### config.mk
export PLATFORM = sky130hd
export DESIGN_NAME = nand_sector_ecc
export DESIGN_NICKNAME = d
export VERILOG_FILES = /design/src/rtl/nand_sector_ecc.sv
export SDC_FILE = /design/constraint.sdc
export NUM_CORES = 1
export LEC_CHECK = 0
export BUFFER_PORTS_ARGS = -buffer_cell sky130_fd_sc_hd__buf_2
export CORE_UTILIZATION = 38
export CTS_BUF_LIST = sky130_fd_sc_hd__clkbuf_4 sky130_fd_sc_hd__clkbuf_8
export CTS_CLUSTER_SIZE = 24
export DETAILED_ROUTE_END_ITERATION = 7
export GPL_TIMING_DRIVEN = 0
export PLACE_DENSITY_LB_ADDON = 0.25
export SETUP_SLACK_MARGIN = 0.5
export SLEW_MARGIN = 20
export SYNTH_ARGS = -nofsm -noshare
export SYNTH_HDL_FRONTEND = slang
export SYNTH_SLANG_ARGS = --single-unit
### constraint.sdc
create_clock -name clk -period 5.17 [get_ports clk]
set_input_delay 0.2585 -clock clk [delete_from_list [all_inputs] [get_ports clk]]
set_output_delay 0.2585 -clock clk [all_outputs]
set_load 0.05 [all_outputs]
### src/rtl/nand_sector_ecc.sv
// rtl/nand_sector_ecc.sv - Hamming SEC/DED parity generate/check engine for one NAND sector
// Accumulates column (bit) and line (byte index) parities; CALC turns them into parity and a verdict.
module nand_sector_ecc #(
    parameter int SECTOR_BYTES = 512,
    localparam int AW = $clog2(SECTOR_BYTES),
    localparam int ECC_W = 2 * (AW + 3)
) (
    input  logic             clk,
    input  logic             rst_n,
    input  logic             start,
    input  logic             mode_check,
    input  logic [ECC_W-1:0] ecc_stored,
    input  logic             in_valid,
    input  logic [7:0]       in_data,
    output logic             in_ready,
    output logic             busy,
    output logic             done,
    output logic [ECC_W-1:0] ecc_out,
    output logic [1:0]       status,
    output logic [AW-1:0]    err_byte,
    output logic [2:0]       err_bit
);
    typedef enum logic [1:0] {S_IDLE, S_ACCUM, S_CALC, S_DONE} state_t;

    state_t           state_q, state_d;
    logic [AW-1:0]    cnt_q;
    logic [AW-1:0]    lp1_q, lp0_q;
    logic [2:0]       cp1_q, cp0_q;
    logic             mode_q;
    logic [ECC_W-1:0] stored_q;

    logic             accept, last_byte, byte_par;
    logic [2:0]       cp1_t, cp0_t;
    logic [ECC_W-1:0] ecc_c, syn;
    logic [AW-1:0]    s_lp1, s_lp0;
    logic [2:0]       s_cp1, s_cp0;
    logic [1:0]       status_c;
    logic [AW-1:0]    err_byte_c;
    logic [2:0]       err_bit_c;

    assign in_ready  = (state_q == S_ACCUM);
    assign busy      = (state_q != S_IDLE);
    assign done      = (state_q == S_DONE);
    assign accept    = in_valid && in_ready;
    assign last_byte = accept && (cnt_q == AW'(SECTOR_BYTES - 1));

    // Column masks select the bits whose position has bit k set (cp1) or clear (cp0).
    assign byte_par = ^in_data;
    assign cp1_t = {^(in_data & 8'hF0), ^(in_data & 8'hCC), ^(in_data & 8'hAA)};
    assign cp0_t = {^(in_data & 8'h0F), ^(in_data & 8'h33), ^(in_data & 8'h55)};

    assign ecc_c = {lp1_q, lp0_q, cp1_q, cp0_q};
    assign syn   = ecc_c ^ stored_q;
    assign s_lp1 = syn[ECC_W-1 -: AW];
    assign s_lp0 = syn[6 +: AW];
    assign s_cp1 = syn[5:3];
    assign s_cp0 = syn[2:0];

    always_comb begin
        state_d = state_q;
        case (state_q)
            S_IDLE:  if (start) state_d = S_ACCUM;
            S_ACCUM: if (last_byte) state_d = S_CALC;
            S_CALC:  state_d = S_DONE;
            S_DONE:  state_d = S_IDLE;
            default: state_d = S_IDLE;
        endcase
    end

    always_ff @(posedge clk) begin
        if (!rst_n) state_q <= S_IDLE;
        else        state_q <= state_d;
    end

    // A single flipped data bit makes each true/complement syndrome pair disagree everywhere.
    always_comb begin
        status_c   = 2'b00;
        err_byte_c = '0;
        err_bit_c  = '0;
        if (mode_q && (syn != '0)) begin
            if ((&(s_lp1 ^ s_lp0)) && (&(s_cp1 ^ s_cp0))) begin
                status_c   = 2'b01;
                err_byte_c = s_lp1;
                err_bit_c  = s_cp1;
            end else if ($onehot(syn)) begin
                status_c = 2'b10;
            end else begin
                status_c = 2'b11;
            end
        end
    end

    always_ff @(posedge clk) begin
        if (!rst_n) begin
            cnt_q    <= '0;
            lp1_q    <= '0;
            lp0_q    <= '0;
            cp1_q    <= '0;
            cp0_q    <= '0;
            mode_q   <= 1'b0;
            stored_q <= '0;
            ecc_out  <= '0;
            status   <= 2'b00;
            err_byte <= '0;
            err_bit  <= '0;
        end else begin
            if ((state_q == S_IDLE) && start) begin
                cnt_q    <= '0;
                lp1_q    <= '0;
                lp0_q    <= '0;
                cp1_q    <= '0;
                cp0_q    <= '0;
                mode_q   <= mode_check;
                stored_q <= ecc_stored;
            end
            if (accept) begin
                cp1_q <= cp1_q ^ cp1_t;
                cp0_q <= cp0_q ^ cp0_t;
                lp1_q <= lp1_q ^ ({AW{byte_par}} & cnt_q);
                lp0_q <= lp0_q ^ ({AW{byte_par}} & ~cnt_q);
                cnt_q <= cnt_q + AW'(1);
            end
            if (state_q == S_CALC) begin
                ecc_out  <= ecc_c;
                status   <= status_c;
                err_byte <= err_byte_c;
                err_bit  <= err_bit_c;
            end
        end
    end
endmodule
==> results of run 1 <==
## logic make-up (layout without fill, tap and decap cells)
family	Yosys count	after routing	share of synthesized area, %
muxes	25	25	4.94
AOI/OAI and AO/OA	107	107	16.3
adders and majority gates	31	31	10.2
xor gates and xnor gates	52	52	10.3
buffers and inverters	61	162	4.87
DFF	98	98	38.8
and+or+nand+nor	145	145	14.6
## cell usage after synthesis
cell,count,share of area [%]
sky130_fd_sc_hd__nand3b_4,1,0.40
sky130_fd_sc_hd__nor4_1,5,0.62
sky130_fd_sc_hd__clkbuf_1,22,1.6
sky130_fd_sc_hd__or4_1,2,0.30
sky130_fd_sc_hd__or4b_2,1,0.20
sky130_fd_sc_hd__inv_1,33,2.4
sky130_fd_sc_hd__nor4_2,1,0.25
sky130_fd_sc_hd__a31oi_1,1,0.12
sky130_fd_sc_hd__dfxtp_1,98,39
sky130_fd_sc_hd__fa_1,17,6.7
sky130_fd_sc_hd__and2_1,3,0.37
sky130_fd_sc_hd__and3b_1,3,0.52
sky130_fd_sc_hd__o211a_1,1,0.20
sky130_fd_sc_hd__a22oi_1,4,0.59
sky130_fd_sc_hd__a21oi_1,12,1.2
sky130_fd_sc_hd__o31ai_1,21,3.1
sky130_fd_sc_hd__o211ai_1,3,0.44
sky130_fd_sc_hd__nand2_1,71,5.3
sky130_fd_sc_hd__o311ai_0,16,2.8
sky130_fd_sc_hd__a2bb2oi_1,2,0.35
sky130_fd_sc_hd__buf_2,2,0.20
sky130_fd_sc_hd__xnor2_1,40,6.9
sky130_fd_sc_hd__mux2i_1,25,4.9
sky130_fd_sc_hd__nor2b_1,32,4.0
sky130_fd_sc_hd__and3_1,2,0.25
sky130_fd_sc_hd__o31ai_2,9,2.2
sky130_fd_sc_hd__or3_1,3,0.37
sky130_fd_sc_hd__o21ai_0,9,0.89
sky130_fd_sc_hd__nor4b_1,1,0.17
sky130_fd_sc_hd__buf_1,2,0.15
sky130_fd_sc_hd__o311a_1,2,0.40
sky130_fd_sc_hd__xor2_1,3,0.52
sky130_fd_sc_hd__a22o_1,1,0.17
sky130_fd_sc_hd__nand3_1,6,0.59
sky130_fd_sc_hd__buf_6,2,0.44
sky130_fd_sc_hd__xnor2_2,9,2.9
sky130_fd_sc_hd__nor2_1,8,0.59
sky130_fd_sc_hd__nand4_1,6,0.74
sky130_fd_sc_hd__ha_1,14,3.5
sky130_fd_sc_hd__a21boi_0,26,3.9
## cells in the final DEF (no fill, tap or decap), drive strengths merged, types with 12 or more instances in the layout
master  instances
nor2b          32
mux2i          25
nand2          71
o311ai         16
fa             17
a21oi          12
dfxtp          98
clkbuf         32
o31ai          30
a21boi         26
inv            35
buf            91
xnor2          49
ha             14
## area by class of cell
class                      instances  area [um^2]
fill                            1261         6750
multi-input combinational        360         2980
sequential                        98         1980
timing repair buffer              85          445
tap                              172          215
clock buffer                      10          138
inverter                          33          124
buffer                            28          123
clock inverter                     6         73.8
## critical path: cells and delay by family (launching register included)
kind | cells | cell delay [ps]
xor gates and xnor gates | 1 | 240
buffers and inverters | 3 | 190
adders and majority gates | 6 | 2670
and+or+nand+nor | 2 | 920
AOI/OAI and AO/OA | 1 | 80
DFF | 1 | 360
## state kept, by name, indices dropped and copies added (netlist names)
register	count
ecc_out	24
stored_q	24
cnt_q	9
err_byte	9
lp0_q	9
lp1_q	9
cp0_q	3
cp1_q	3
err_bit	3
state_q	2
status	2
mode_q	1
## power by group through the flow
stage          Sequential (mW)  Combinational (mW)  Clock [mW]
2_1_floorplan            0.917                1.26           0
3_3_place_gp             0.921                1.59           0
3_5_place_dp             0.924                1.64           0
4_1_cts                  0.911                1.66       0.542
5_1_grt                  0.933                1.99       0.576
6_report                 0.922                1.76       0.528
## stage by stage
stage	utilization, %	setup slack, ps
floorplan	-	741
global placement	44.1	410
detailed placement	44.1	394
CTS	46.2	512
global route	47.4	485
finish	47.4	591
## metal layers
metal	share of wire, %	track usage (%)
met2	50	32.5
met1	45	23.3
met3	3.8	3.26
met4	1.4	8.28
met5	0	0
## timing repair
item / in CTS / in global routing
setup endpoints to repair: 1 / 1
pin swaps: 1 / 8
resized for setup: 5 / 20
setup buffers: 1 / 7
## final timing paths
path | endpoint | startpoint | slack (ps)
max | status[0] | cp1_q[2] | 590
min reg2reg | err_bit[2] | err_bit[2] | 460
min | stored_q[21] | ecc_stored[21] | 130
max reg2reg | status[0] | cp1_q[2] | 590
==> impl_metrics.sql, run 1 <==
INSERT INTO impl_metrics (metric_group, metric, value, unit) VALUES
('cts', 'cts-root-to-sink-buffers', '2', ''),
('pwr', 'netSwitchingPower', '1.37', 'mW'),
('drt', 'route.final.wire_length', '12700', 'um'),
('drt', 'average_vias_per_placed_instance', '5.06', ''),
('die', 'core_region_area', '12800', 'um^2'),
('pwr', 'power.share.clock', '16.5', '%'),
('status', 'outcome', 'finished, final reports clean', ''),
('sta', 'setup_repair_after_global_routing_missed_its_margin', 'no', ''),
('synthesis', 'synth_area_per_cell', '9.75', 'um^2'),
('layout', 'final_layout_size_suffix_gt1_share', '23.4', '%'),
('layout', 'final_cell_area', '6070', 'um^2'),
('layout', 'num-nets-final', '683', ''),
('pwr', 'internal-power', '1.84', 'mW'),
('critical_path', 'cell_type_with_the_highest_occurrence_count_on_the_critical_path', 'sky130_fd_sc_hd__fa_1', ''),
('drt', 'per_cell_routed_wire_length', '16.0', 'um'),
('sta', 'setup_violations', '0', ''),
('place', 'placed_cell_area', '5660', 'um^2'),
('drt', 'vias', '4004', ''),
('layout', 'layout.cells.non_filler', '792', ''),
('sta', 'slew_headroom', '40.3', '%'),
('grt', 'grt_util_all_layers', '19.0', '%'),
('sta', 'totalNegativeSetupSlack', '0', 'ps'),
('critical_path', 'startpoint_type', 'flip-flop', ''),
('critical_path', 'cp_data_arrival_time', '4850', 'ps'),
('grt', 'grt_antenna_before_repair', '0', ''),
('cts', 'cts_hold_buf', '0', ''),
('job', 'drv.max_cap_violation_count', '0', ''),
('pwr', 'totalPowerFinal', '3.21', 'mW'),
('synthesis', 'synthDistinctLibCells', '40', ''),
('sta', 'fin_hold_ws', '126', 'ps'),
('die', 'die_area', '13800', 'um^2'),
('place', 'routabilityCongestion', '0.888', ''),
('worst_hold_path', 'worst_hold_path.num_cells', '3', ''),
('sta', 'clock.fmax', '218', 'MHz'),
('die', 'rows', '41', ''),
('critical_path', 'timing.setup.critical_path_class', 'reg2reg', ''),
('grt', 'gr-total-overflow', '0', ''),
('sta', 'tightest_slew', '895', 'ps'),
('synthesis', 'synth.yosys.seq_area_share', '38.8', '%'),
('synthesis', 'synth.net_count', '587', ''),
('drt', 'detail-route-antenna-nets', '0', ''),
('cts', 'numCtsBuffers', '9', ''),
('synthesis', 'synth-seq-cells', '98', ''),
('critical_path', 'slowest_delay', '610', 'ps'),
('pwr', 'switching_part_of_the_total_power', '42.7', '%'),
('critical_path', 'setup.worst_path.end_class', 'flip-flop', ''),
('place', 'place.port_buffers', '77', ''),
('place', 'dpl.cell_count', '768', ''),
('layout', 'num_antenna_cells', '0', ''),
('die', 'initial_utilization', '39.5', '%'),
('pwr', 'vdd_ir_drop_max', '0.300', 'mV'),
('grt', 'grt_pass1_wl', '20400', 'um'),
('synthesis', 'synth-warning-count', '0', ''),
('critical_path', 'timing.critical_path.required', '5440', 'ps'),
('die', 'die_height', '117', 'um'),
('critical_path', 'cp_cell_sequence', 'xnor2_2, inv_1, fa_1, inv_1, fa_1, fa_1, fa_1, inv_1, fa_1, ha_1, or4b_2, nor4b_2, a2bb2oi_1', ''),
('pwr', 'share_comb_of_total_power', '54.8', '%'),
('cts', 'clk-insertion-delay-late', '380', 'ps'),
('cts', 'cts_num_sinks', '98', ''),
('grt', 'via_count_of_the_first_global_routing_pass', '4048', ''),
('cts', 'cts.reportedPaths.clkPinSlew', '100', 'ps'),
('layout', 'syn_to_final_growth', '20.0', '%'),
('pwr', 'part_of_the_total_power_dissipated_in_sequential_elements', '28.7', '%'),
('place', 'hpwlAfterDp', '9940', 'um'),
('critical_path', 'slowest_cp_cell', 'sky130_fd_sc_hd__or4b_2', ''),
('pwr', 'power-per-cell-area', '528', 'nW/um^2'),
('cts', 'clockRootBuffer', 'sky130_fd_sc_hd__clkbuf_8', ''),
('drt', 'drt_iter0_drc', '204', ''),
('cts', 'clock_tree_from_tritoncts', 'yes', ''),
('synthesis', 'netlist_instances', '519', ''),
('sta', 'layout_worst_path_cycle_share', '88.6', '%');
Power figures use the tool's default switching activity.
==> inputs of run 2 (changes only) <==
==> constraint.sdc (replaced) <==
create_clock -name clk -period 5.6 [get_ports clk]
set_input_delay 0.28 -clock clk [delete_from_list [all_inputs] [get_ports clk]]
set_output_delay 0.28 -clock clk [all_outputs]
set_load 0.05 [all_outputs]
==> impl_metrics.sql, run 2 (synthesis results as in run 1) <==
INSERT INTO impl_metrics (metric_group, metric, value, unit) VALUES
('status', 'outcome', 'finished, final reports clean', ''),
('layout', 'num_antenna_cells', '0', ''),
('layout', 'syn_to_final_growth', '16.0', '%'),
('grt', 'grt_antenna_before_repair', '0', ''),
('drt', 'per_cell_routed_wire_length', '16.0', 'um'),
('cts', 'cts_hold_buf', '0', ''),
('critical_path', 'critical_path.startpoint', 'lp0_q[1]', ''),
('critical_path', 'timing.rr.end', 'status[0]', ''),
('critical_path', 'cell_type_with_the_highest_occurrence_count_on_the_critical_path', 'sky130_fd_sc_hd__fa_1', ''),
('critical_path', 'setup.worst_path.end_class', 'flip-flop', ''),
('sta', 'fin_hold_ws', '148', 'ps'),
('cts', 'post_cts_resized', '0', ''),
('pwr', 'power.share.clock', '17.3', '%'),
('cts', 'cts.reportedPaths.clkPinSlew', '90', 'ps'),
('pwr', 'vdd_ir_drop_max', '0.271', 'mV'),
('sta', 'totalNegativeSetupSlack', '0', 'ps'),
('cts', 'numCtsBuffers', '9', ''),
('place', 'hpwlAfterDp', '9940', 'um'),
('critical_path', 'timing.setup.critical_path_class', 'reg2reg', ''),
('layout', 'final_layout_size_suffix_gt1_share', '19.3', '%'),
('place', 'dp_slack', '824', 'ps'),
('cts', 'cts.repair_timing.setup_buffer_count', '0', ''),
('drt', 'vias', '3969', ''),
('layout', 'largestRegisters', 'ecc_out (24), stored_q (24)', ''),
('sta', 'layout_worst_path_cycle_share', '85.4', '%'),
('critical_path', 'slowest_delay', '590', 'ps'),
('die', 'die_area', '13800', 'um^2'),
('sta', 'setup_violations', '0', ''),
('drt', 'first_pass_iters', '4', ''),
('place', 'placed_cell_area', '5660', 'um^2'),
('worst_hold_path', 'worstHoldStart', 'ecc_stored[14]', ''),
('critical_path', 'cp_data_arrival_time', '5050', 'ps'),
('place', 'routabilityCongestion', '0.888', ''),
('die', 'io_pins', '78', ''),
('grt', 'via_count_of_the_first_global_routing_pass', '4054', ''),
('critical_path', 'slowest_cp_cell', 'sky130_fd_sc_hd__or4b_2', ''),
('drt', 'average_vias_per_placed_instance', '5.06', ''),
('cts', 'clockRootBuffer', 'sky130_fd_sc_hd__clkbuf_8', ''),
('drt', 'remaining_drc_errors', '0', ''),
('cts', 'htreeDepth', '3', ''),
('die', 'die_height', '117', 'um'),
('die', 'rows', '41', ''),
('sta', 'slew_headroom', '42.6', '%'),
('sta', 'setup_repair_after_global_routing_missed_its_margin', 'no', ''),
('sta', 'final.min_clock_period', '4780', 'ps'),
('critical_path', 'timing.critical_path.required', '5860', 'ps'),
('sta', 'finalWorstSetupSlack', '816', 'ps'),
('sta', 'tightest_slew', '861', 'ps'),
('pwr', 'switching_part_of_the_total_power', '42.6', '%'),
('critical_path', 'critical_path.max_fanout', '4', ''),
('critical_path', 'cp_cell_sequence', 'xnor2_1, inv_1, fa_1, inv_1, fa_1, fa_1, fa_1, inv_1, fa_1, ha_1, or4b_2, nor4b_1, a2bb2oi_1', ''),
('grt', 'grt_pass1_wl', '20300', 'um'),
('sta', 'final_max_slew_viol_count', '0', ''),
('grt', 'grt_util_all_layers', '19.0', '%'),
('sta', 'clock.fmax', '209', 'MHz'),
('worst_hold_path', 'hold_class', 'in2reg', ''),
('drt', 'route.final.wire_length', '12500', 'um'),
('critical_path', 'crit_end', 'status[0]', ''),
('die', 'die_w', '117', 'um'),
('layout', 'layout.cells.most_common_list', 'sky130_fd_sc_hd__dfxtp_1, sky130_fd_sc_hd__buf_2, sky130_fd_sc_hd__nand2_1, sky130_fd_sc_hd__xnor2_1, sky130_fd_sc_hd__inv_1', ''),
('pwr', 'part_of_the_total_power_dissipated_in_sequential_elements', '29.6', '%'),
('cts', 'clk-insertion-delay-late', '380', 'ps'),
('job', 'drv.max_cap_violation_count', '0', ''),
('critical_path', 'startpoint_type', 'flip-flop', ''),
('layout', 'layout.cells.most_common', 'sky130_fd_sc_hd__dfxtp_1', ''),
('die', 'core_region_area', '12800', 'um^2'),
('pwr', 'power-per-cell-area', '481', 'nW/um^2'),
('die', 'initial_utilization', '39.5', '%'),
('pwr', 'totalPowerFinal', '2.82', 'mW'),
('place', 'dpl.cell_count', '768', ''),
('pwr', 'power_leakage', '2.29', 'nW'),
('critical_path', 'r2r_start', 'lp0_q[1]', ''),
('pwr', 'internal-power', '1.62', 'mW'),
('drt', 'detail-route-antenna-nets', '0', ''),
('pwr', 'share_comb_of_total_power', '53.1', '%'),
('sta', 'number_of_endpoints_with_negative_hold_slack_in_the_final_report', '0', ''),
('layout', 'final_cell_area', '5870', 'um^2'),
('sta', 'finClkSkew', '6.32', 'ps'),
('cts', 'cts-root-to-sink-buffers', '2', ''),
('cts', 'clock_tree_from_tritoncts', 'yes', ''),
('layout', 'layout.cells.non_filler', '784', ''),
('cts', 'cts_num_sinks', '98', ''),
('place', 'place.port_buffers', '77', ''),
('drt', 'drt_iter0_drc', '236', ''),
('layout', 'layout.core_utilization', '45.8', '%'),
('layout', 'num-nets-final', '675', ''),
('grt', 'pin_count_of_the_biggest_net_entering_global_routing', '18', ''),
('critical_path', 'r2r_setup_slk', '820', 'ps'),
('critical_path', 'reg2reg_depth', '13', ''),
('grt', 'gr-total-overflow', '0', ''),
('pwr', 'netSwitchingPower', '1.20', 'mW');
[run 2: changes by cell type in the layout (fill, tap and decap cells not counted), moves of 6 or more]
cell                      previous run  this run
sky130_fd_sc_hd__xnor2_1            33        40
sky130_fd_sc_hd__buf_4               8         0
sky130_fd_sc_hd__dfxtp_1            87        98
sky130_fd_sc_hd__dfxtp_2            11         0
sky130_fd_sc_hd__xnor2_4             6         0
[run 2: worst min-delay path by stage]
stage	end	slack, ps	depth (start not counted)
global placement	err_bit[0]	440	2
floorplan	stored_q[12]	420	2
detailed placement	err_bit[2]	450	2
global route	stored_q[14]	140	3
finish	stored_q[14]	150	3
CTS	stored_q[14]	140	3
[run 2: cell type report]
| cell class | count | area (um^2) |
|---|---|---|
| Buffer | 28 | 123 |
| Clock buffer | 10 | 138 |
| Clock inverter | 6 | 73.8 |
| Fill cell | 1276 | 6950 |
| Inverter | 33 | 124 |
| Multi-Input combinational cell | 360 | 2850 |
| Sequential cell | 98 | 1960 |
| Tap cell | 172 | 215 |
| Timing Repair Buffer | 77 | 385 |
[run 2: layer usage]
metal,part of all wire (%),wire length (um),vias to the layer above,track usage (%)
met4,1.9,233,0,8.28
met3,3.6,451,17,3.26
li1,-,-,1960,-
met5,0,0,-,0
met2,49,6140,92,32.4
met1,45,5700,1900,23.3
[run 2: worst max-delay path, delay by kind of cell (launching register included)]
kind | cells | cell delay [ps]
AOI/OAI and AO/OA | 1 | 90
xor gates and xnor gates | 1 | 380
adders and majority gates | 6 | 2740
buffers and inverters | 3 | 220
DFF | 1 | 370
and+or+nand+nor | 2 | 870
[run 2: power by group through the flow]
stage / sequential, mW / clock (mW) / combinational [mW]
after floorplan: 0.846 / 0 / 1.16
after global placement: 0.850 / 0 / 1.47
after detailed placement: 0.853 / 0 / 1.51
after CTS: 0.837 / 0.501 / 1.52
after global routing: 0.846 / 0.533 / 1.75
final: 0.836 / 0.488 / 1.50
